`config.mk`:
```
export PLATFORM = sky130hd
export DESIGN_NAME = hynoc_egress_sink
export DESIGN_NICKNAME = d
export VERILOG_FILES = /design/src/rtl/hynoc_egress_sink.sv
export SDC_FILE = /design/constraint.sdc
export NUM_CORES = 1
export LEC_CHECK = 0
export CORE_UTILIZATION = 63
export CTS_CLUSTER_DIAMETER = 40
export DETAILED_ROUTE_END_ITERATION = 6
export DONT_BUFFER_PORTS = 1
export PLACE_DENSITY = 0.85
export SETUP_SLACK_MARGIN = 0.3
export SYNTH_ARGS = -nofsm -noshare
export SYNTH_HDL_FRONTEND = slang
export SYNTH_SLANG_ARGS = --single-unit
```
`constraint.sdc`:
```
create_clock -name clk -period 4 [get_ports clk]
set_input_delay 0.8 -clock clk [delete_from_list [all_inputs] [get_ports clk]]
set_output_delay 0.8 -clock clk [all_outputs]
set_load 0.02 [all_outputs]
```
`src/rtl/hynoc_egress_sink.sv`:
```
// HyNoC egress sink: receive FIFO with level feedback to the router, header
// stripping, and a valid/ready payload stream with end-of-packet marking.
//
// state  | meaning
// -------+-------------------------------------------------------------
// S_HEAD | next popped flit is a packet header (captured, not forwarded)
// S_BODY | popped flits are payload words loaded into the output register
module hynoc_egress_sink #(
  parameter int LOG2_FIFO_DEPTH = 5,
  parameter int PAYLOAD_WIDTH   = 32,
  parameter int FLIT_WIDTH      = PAYLOAD_WIDTH + 1,
  parameter int PKT_CNT_WIDTH   = 16
) (
  input  logic                       clk,
  input  logic                       arst,
  input  logic                       egress_write,
  input  logic [FLIT_WIDTH-1:0]      egress_data,
  output logic [LOG2_FIFO_DEPTH:0]   egress_fifo_level,
  output logic                       m_valid,
  input  logic                       m_ready,
  output logic [PAYLOAD_WIDTH-1:0]   m_data,
  output logic                       m_last,
  output logic                       hdr_valid,
  output logic [PAYLOAD_WIDTH-1:0]   hdr_data,
  output logic [PKT_CNT_WIDTH-1:0]   pkt_count,
  output logic                       overflow,
  output logic                       empty_close
);

  localparam int DEPTH = 2 ** LOG2_FIFO_DEPTH;
  localparam int CLOSE = FLIT_WIDTH - 1;

  typedef enum logic {
    S_HEAD = 1'b0,
    S_BODY = 1'b1
  } state_t;

  state_t state, state_next;

  logic [FLIT_WIDTH-1:0]    mem [DEPTH];
  logic [LOG2_FIFO_DEPTH:0] wr_ptr, rd_ptr;
  logic                     fifo_full, fifo_empty;
  logic                     wr_en, pop, accept;
  logic                     hdr_load, body_load;
  logic [1:0]               cnt_inc;
  logic [FLIT_WIDTH-1:0]    head_flit;

  assign fifo_full  = (egress_fifo_level == (LOG2_FIFO_DEPTH + 1)'(DEPTH));
  assign fifo_empty = (egress_fifo_level == '0);
  assign wr_en      = egress_write && !fifo_full;
  assign accept     = m_valid && m_ready;
  assign head_flit  = mem[rd_ptr[LOG2_FIFO_DEPTH-1:0]];

  // Flit storage; contents need no reset since the pointers define validity.
  always_ff @(posedge clk) begin
    if (wr_en) begin
      mem[wr_ptr[LOG2_FIFO_DEPTH-1:0]] <= egress_data;
    end
  end

  // FIFO pointers and the registered occupancy returned to the router.
  always_ff @(posedge clk or posedge arst) begin
    if (arst) begin
      wr_ptr            <= '0;
      rd_ptr            <= '0;
      egress_fifo_level <= '0;
    end else begin
      if (wr_en) wr_ptr <= wr_ptr + 1'b1;
      if (pop)   rd_ptr <= rd_ptr + 1'b1;
      case ({wr_en, pop})
        2'b10:   egress_fifo_level <= egress_fifo_level + 1'b1;
        2'b01:   egress_fifo_level <= egress_fifo_level - 1'b1;
        default: egress_fifo_level <= egress_fifo_level;
      endcase
    end
  end

  // FSM state register.
  always_ff @(posedge clk or posedge arst) begin
    if (arst) begin
      state <= S_HEAD;
    end else begin
      state <= state_next;
    end
  end

  // Pop decision, header/body routing and next state. Headers never wait on
  // the output register, so a header behind a stalled last word still drains.
  always_comb begin
    state_next = state;
    pop        = 1'b0;
    hdr_load   = 1'b0;
    body_load  = 1'b0;
    cnt_inc    = 2'd0;

    if (!fifo_empty && (state == S_HEAD || !m_valid || accept)) begin
      pop = 1'b1;
    end

    if (pop) begin
      if (state == S_HEAD) begin
        hdr_load = 1'b1;
        if (head_flit[CLOSE]) begin
          cnt_inc = cnt_inc + 2'd1;
        end else begin
          state_next = S_BODY;
        end
      end else begin
        body_load = 1'b1;
        if (head_flit[CLOSE]) begin
          state_next = S_HEAD;
        end
      end
    end

    if (accept && m_last) begin
      cnt_inc = cnt_inc + 2'd1;
    end
  end

  // Output stream register; data is only reloaded on a pop, so it stays
  // stable while the downstream stalls.
  always_ff @(posedge clk or posedge arst) begin
    if (arst) begin
      m_valid <= 1'b0;
      m_data  <= '0;
      m_last  <= 1'b0;
    end else begin
      if (body_load) begin
        m_valid <= 1'b1;
        m_data  <= head_flit[PAYLOAD_WIDTH-1:0];
        m_last  <= head_flit[CLOSE];
      end else if (accept) begin
        m_valid <= 1'b0;
      end
    end
  end

  // Header capture, packet counting and sticky error flags. A close-header
  // and an accepted last word in the same cycle both count.
  always_ff @(posedge clk or posedge arst) begin
    if (arst) begin
      hdr_valid   <= 1'b0;
      hdr_data    <= '0;
      pkt_count   <= '0;
      overflow    <= 1'b0;
      empty_close <= 1'b0;
    end else begin
      hdr_valid <= hdr_load;
      if (hdr_load) begin
        hdr_data <= head_flit[PAYLOAD_WIDTH-1:0];
        if (head_flit[CLOSE]) empty_close <= 1'b1;
      end
      pkt_count <= pkt_count + PKT_CNT_WIDTH'(cnt_inc);
      if (egress_write && fifo_full) overflow <= 1'b1;
    end
  end

endmodule

```
# Yosys cells after proc, flatten, opt, wreduce, memory -nomap -nowiden
# Memory sizes are Yosys's and may differ from the RTL's.
# Index checks and enable logic that the tools add are counted.
# totals
ff_bits	104
mem_bits_rw	1056
output_inout_bits	91
wordCells	52
memories	1
# memory_table
name	words	width	rd	rd_clocked_by_memory_dff	wr	line_no	text
mem	32	33	1	0	1	40	logic [FLIT_WIDTH-1:0] mem [DEPTH];
# classes
n_addsub	6
n_eq_ne	3
n_mux	15
bitwise	1
reduce_logical	14
# op_table
operator	n
$add 6x1->6 const B	3
$add 16x2->16	1
$mux 1	13
$pmux 6 s2	1
$eq 6x6->1 const B	1
$logic_not 6->1	1
$sub 6x1->6 const B	1
$logic_and 1x1->1	5
$reduce_bool 2->1	2
$logic_not 1->1	3
$add 2x1->2 const B	1
$eq 2x1->1 const B	1
$eq 2x2->1 const B	1
$logic_or 1x1->1	2
$mux 2	1
$reduce_and 2->1	1
$not 1->1	1

# Depth between registers and ports, before layout
# depth
depth_word	9
ltp_mapped	17
ltp_nobuf	13

# Worst setup path before layout
# No wires, ideal clock.
# synth_timing
path_type	register to register
from	reg egress_fifo_level[1]
to	reg pkt_count[14]
setup_time_ps	129
arrival_time_ps	3348
path_slack_ps	522
stages_incl_launch_ff	15
path_buffers	2
cell_sequence	dfrtp_1 -> nor4_2 -> nor3b_2 -> or2_1 -> buf_2 -> buf_2 -> nor2_1 -> ha_1 -> ha_1 -> inv_1 -> fa_1 -> or3_1 -> nor2_1 -> nand4_1 -> xnor2_1
# synth_via
elab_chain_len	8
# synth_lines
element	line_no	text
from (decl)	18	output logic [LOG2_FIFO_DEPTH:0] egress_fifo_level,
from (signal assigned)	71	2'b10: egress_fifo_level <= egress_fifo_level + 1'b1;
from (signal assigned)	72	2'b01: egress_fifo_level <= egress_fifo_level - 1'b1;
from (signal assigned)	73	default: egress_fifo_level <= egress_fifo_level;
$logic_not 6->1 *	49	assign fifo_empty = (egress_fifo_level == '0);
$logic_not 1->1 *	96	if (!fifo_empty && (state == S_HEAD || !m_valid || accept)) begin
$logic_and 1x1->1 *	96	
$mux 1 *	96	
$mux 1 *	100	if (pop) begin
$add 2x1->2	117	cnt_inc = cnt_inc + 2'd1;
$mux 2 *	116	if (accept && m_last) begin
$add 16x2->16 *	154	pkt_count <= pkt_count + PKT_CNT_WIDTH'(cnt_inc);
to (signal assigned)	154	
to (decl)	25	output logic [PKT_CNT_WIDTH-1:0] pkt_count,
# Every way passes the cells marked *; elsewhere a longest branch is shown, timed or not.
# A chain may end at the register's enable or synchronous reset.

# Worst setup path in the final report
# layout_timing
from	reg rd_ptr[0]
to	reg hdr_data[3]
# layout_via
elab_chain_len	1
# layout_lines
element	line_no	text
from (decl)	41	logic [LOG2_FIFO_DEPTH:0] wr_ptr, rd_ptr;
from (signal assigned)	69	if (pop) rd_ptr <= rd_ptr + 1'b1;
$mem_v2 32x33	-	
to (signal assigned)	151	hdr_data <= head_flit[PAYLOAD_WIDTH-1:0];
to (decl)	24	output logic [PAYLOAD_WIDTH-1:0] hdr_data,
# No other way between the ends.

==> flow_metrics.env <==
export IMPL_final_cells=3253
export IMPL_yosys_area_share_adder_pct=0.459
export IMPL_port_buffers=0
export IMPL_ys_flop_type="edfxtp_1"
export IMPL_gr_usage_all_layers_pct=34.7
export IMPL_h_tree_depth=3
export IMPL_critPathMaxFanout=105
export IMPL_antenna_found_initial=4
export IMPL_cts_tree="done"
export IMPL_seqCellArea_mm2=0.0343
export IMPL_final_cell_mix="1,056 x edfxtp_1, 197 x mux4_2, 135 x mux2i_1"
export IMPL_dp_slack_ns=0.339
export IMPL_min_delay_start="egress_data[30]"
export IMPL_cp_start_kind="flip-flop"
export IMPL_clock_sinks=1158
export IMPL_numCtsBuffers=118
export IMPL_drt_total_wl_um=121000
export IMPL_async_reset_ff_share_pct=8.81
export IMPL_power_density_mw_per_mm2=739
export IMPL_skew_ns=0.0261
export IMPL_synth_top_family_by_area="multiplexers"
export IMPL_dp_cells=3024
export IMPL_vias=24000
export IMPL_start_util_pct=64.1
export IMPL_fmax_mhz=277
export IMPL_grt_pass1_vias=24500
export IMPL_maxCapViolations=0
export IMPL_syn_instance_count=2153
export IMPL_rsz0062_at_grt="true"
export IMPL_slew_violations=0
export IMPL_path_clk_slew_ns=0.07
export IMPL_finalCriticalPeriod_ns=3.61
export IMPL_nets=2271
export IMPL_grt_pass1_wl_um=172000
export IMPL_synthSimpleGateAreaFrac_pct=1.68
export IMPL_worst_slack_ns=0.390
export IMPL_holdPathStages=0
export IMPL_final_common_cell="edfxtp_1"
export IMPL_hold_end="mem[24][30]"
export IMPL_crit_path_end_kind="flip-flop"
export IMPL_clk_path_buf_depth=3
export IMPL_num_io_pins=128
export IMPL_via_per_inst=7.38
export IMPL_multi_input_area_mm2=0.00940
export IMPL_syn_nets=2205
export IMPL_drt_pass1_iterations=7
export IMPL_ant_nets=0
export IMPL_cts_hold_buffers=0
export IMPL_drive_gt1_share_pct=21.7
export IMPL_reg2reg_depth=7
export IMPL_die_area_mm2=0.0712
export IMPL_core_mm2=0.0689
export IMPL_vdd_drop_max_mv=0.669
export IMPL_final_util_pct=72.1
export IMPL_ys_warn_count=0
export IMPL_finalSetupViolations=0
export IMPL_dp_hpwl_um=58900
export IMPL_hold_ws_ns=0.202
export IMPL_synth_seq_cells=1158
export IMPL_fin_crit_sh_pct=90.2
export IMPL_r2r_end="hdr_data[3]"
export IMPL_critPathKind="reg2reg"
export IMPL_synth_xor_area_share_pct=0.515
export IMPL_fillers=3535
export IMPL_slew_headroom_pct=24.0
export IMPL_gp_congestion=0.822
export IMPL_route_detailed_drc=0
export IMPL_insertion_delay_ns=0.69
export IMPL_die_y_um=267
export IMPL_tightest_slew_ns=1.14
export IMPL_rr_startpoint="rd_ptr[0]"
export IMPL_die_w_um=267
export IMPL_cp_required_ns=4.53
export IMPL_cts_root_buf="clkbuf_16"
export IMPL_critPathArrivalTime_ns=4.14
export IMPL_hold_violations=0
export IMPL_grt_ovfl_total=0
export IMPL_fin_setup_tns_ns=0
export IMPL_ys_seq_area_share_pct=77.5
export IMPL_synth_compound_area_share_pct=4.83
export IMPL_rows=96
export IMPL_synth_edf_count=1056
export IMPL_postSynthAreaPerCell_um2=20.5
export IMPL_wl_per_cell_um=37.3
export IMPL_leakage_nw=16.3
export IMPL_syn_to_final_growth_pct=12.5
export IMPL_ys_types=55
export IMPL_status="finished, final reports clean"
export IMPL_drtIter0Drc=3946
export IMPL_min_path_type="in2reg"
export IMPL_grt_max_degree=143
export IMPL_syn_area_mm2=0.0442
export IMPL_antenna_cells=0
export IMPL_synth_mux_area_fraction_pct=13.2
export IMPL_regToRegSetupSlack_ns=0.39
repair_timing:
action	in CTS	in global routing
buffers inserted	0	6
pin swaps	0	1
resized for setup	2	3
endpoints found under the setup margin	4	15
how the worst max path moves through the flow:
| stage | from | endpoint | slack [ns] | cells after the start |
|---|---|---|---|---|
| 2_1_floorplan | arst | egress_fifo_level[0] | 0.52 | 1 |
| 3_3_place_gp | rd_ptr[0] | pkt_count[14] | 0.37 | 12 |
| 3_5_place_dp | rd_ptr[0] | hdr_data[24] | 0.34 | 6 |
| 4_1_cts | rd_ptr[0] | pkt_count[14] | 0.33 | 12 |
| 5_1_grt | rd_ptr[0] | pkt_count[14] | 0.24 | 13 |
| 6_report | rd_ptr[0] | hdr_data[3] | 0.39 | 7 |
registers in the layout, summed over array words and instances, names as in the netlist, 5 cells and up:
register,cells
m_data,32
mem,1056
pkt_count,16
hdr_data,32
egress_fifo_level,6
rd_ptr,5
wr_ptr,5
critical path, cell delays in order (launching register included):
cell and delay [ns]:
dfrtp_4 0.48, buf_12 0.13, buf_4 0.62, buf_12 0.71
mux4_2 0.61, a211oi_1 0.43, a22o_1 0.28, o21ai_0 0.10
per-stage QoR:
stage                     instance area (um2)  total power [mW]
final                                   49700              36.7
after global placement                  45700              24.7
after global routing                    49700              37.6
after detailed placement                45700              25.1
after floorplan                         44200              22.4
after CTS                               49600              36.4
layout make-up:
class	instances	area share [%]
flip-flops and latches	1158	69.0
clock buffers	145	6.15
well taps	931	2.34
multi-input cells	852	18.9
inverters	20	0.156
repair buffers	69	1.82
clock inverters	78	1.65
power by group:
part | internal [mW] | switching [mW]
Clock | 6.23 | 4.84
Combinational | 3.91 | 6.02
Sequential | 14.4 | 1.35
layer usage:
layer	global-route usage, %	vias to the layer above	part of all wire (%)
met5	0	-	0.012
met4	20.7	2	6.6
met3	9.86	564	14
met2	53.7	2378	47
met1	44.2	12000	32
li1	-	9028	-
cells in the mapped netlist, types with 20 or more instances:
cell	n	area (um2)
clkbuf_1	43	161
a21oi_1	34	170
nand2_1	83	312
o21ai_0	51	255
inv_1	20	75.1
a22oi_1	64	480
edfxtp_1	1056	31700
a211oi_1	32	240
mux4_2	197	4440
nor2_1	43	161
dfrtp_1	102	2550
o221ai_1	33	289
buf_2	37	185
mux2i_1	135	1350
a22o_1	32	280
o21ai_1	22	110
o22ai_1	32	200
cell families after synthesis:
family | count (synthesis)
compound gates | 312
xor+xnor | 26
fa+ha+maj | 15
buf+inv | 143
flops | 1158
mux | 334
simple gates | 165
No activity file was read; power rests on OpenSTA's default activity.
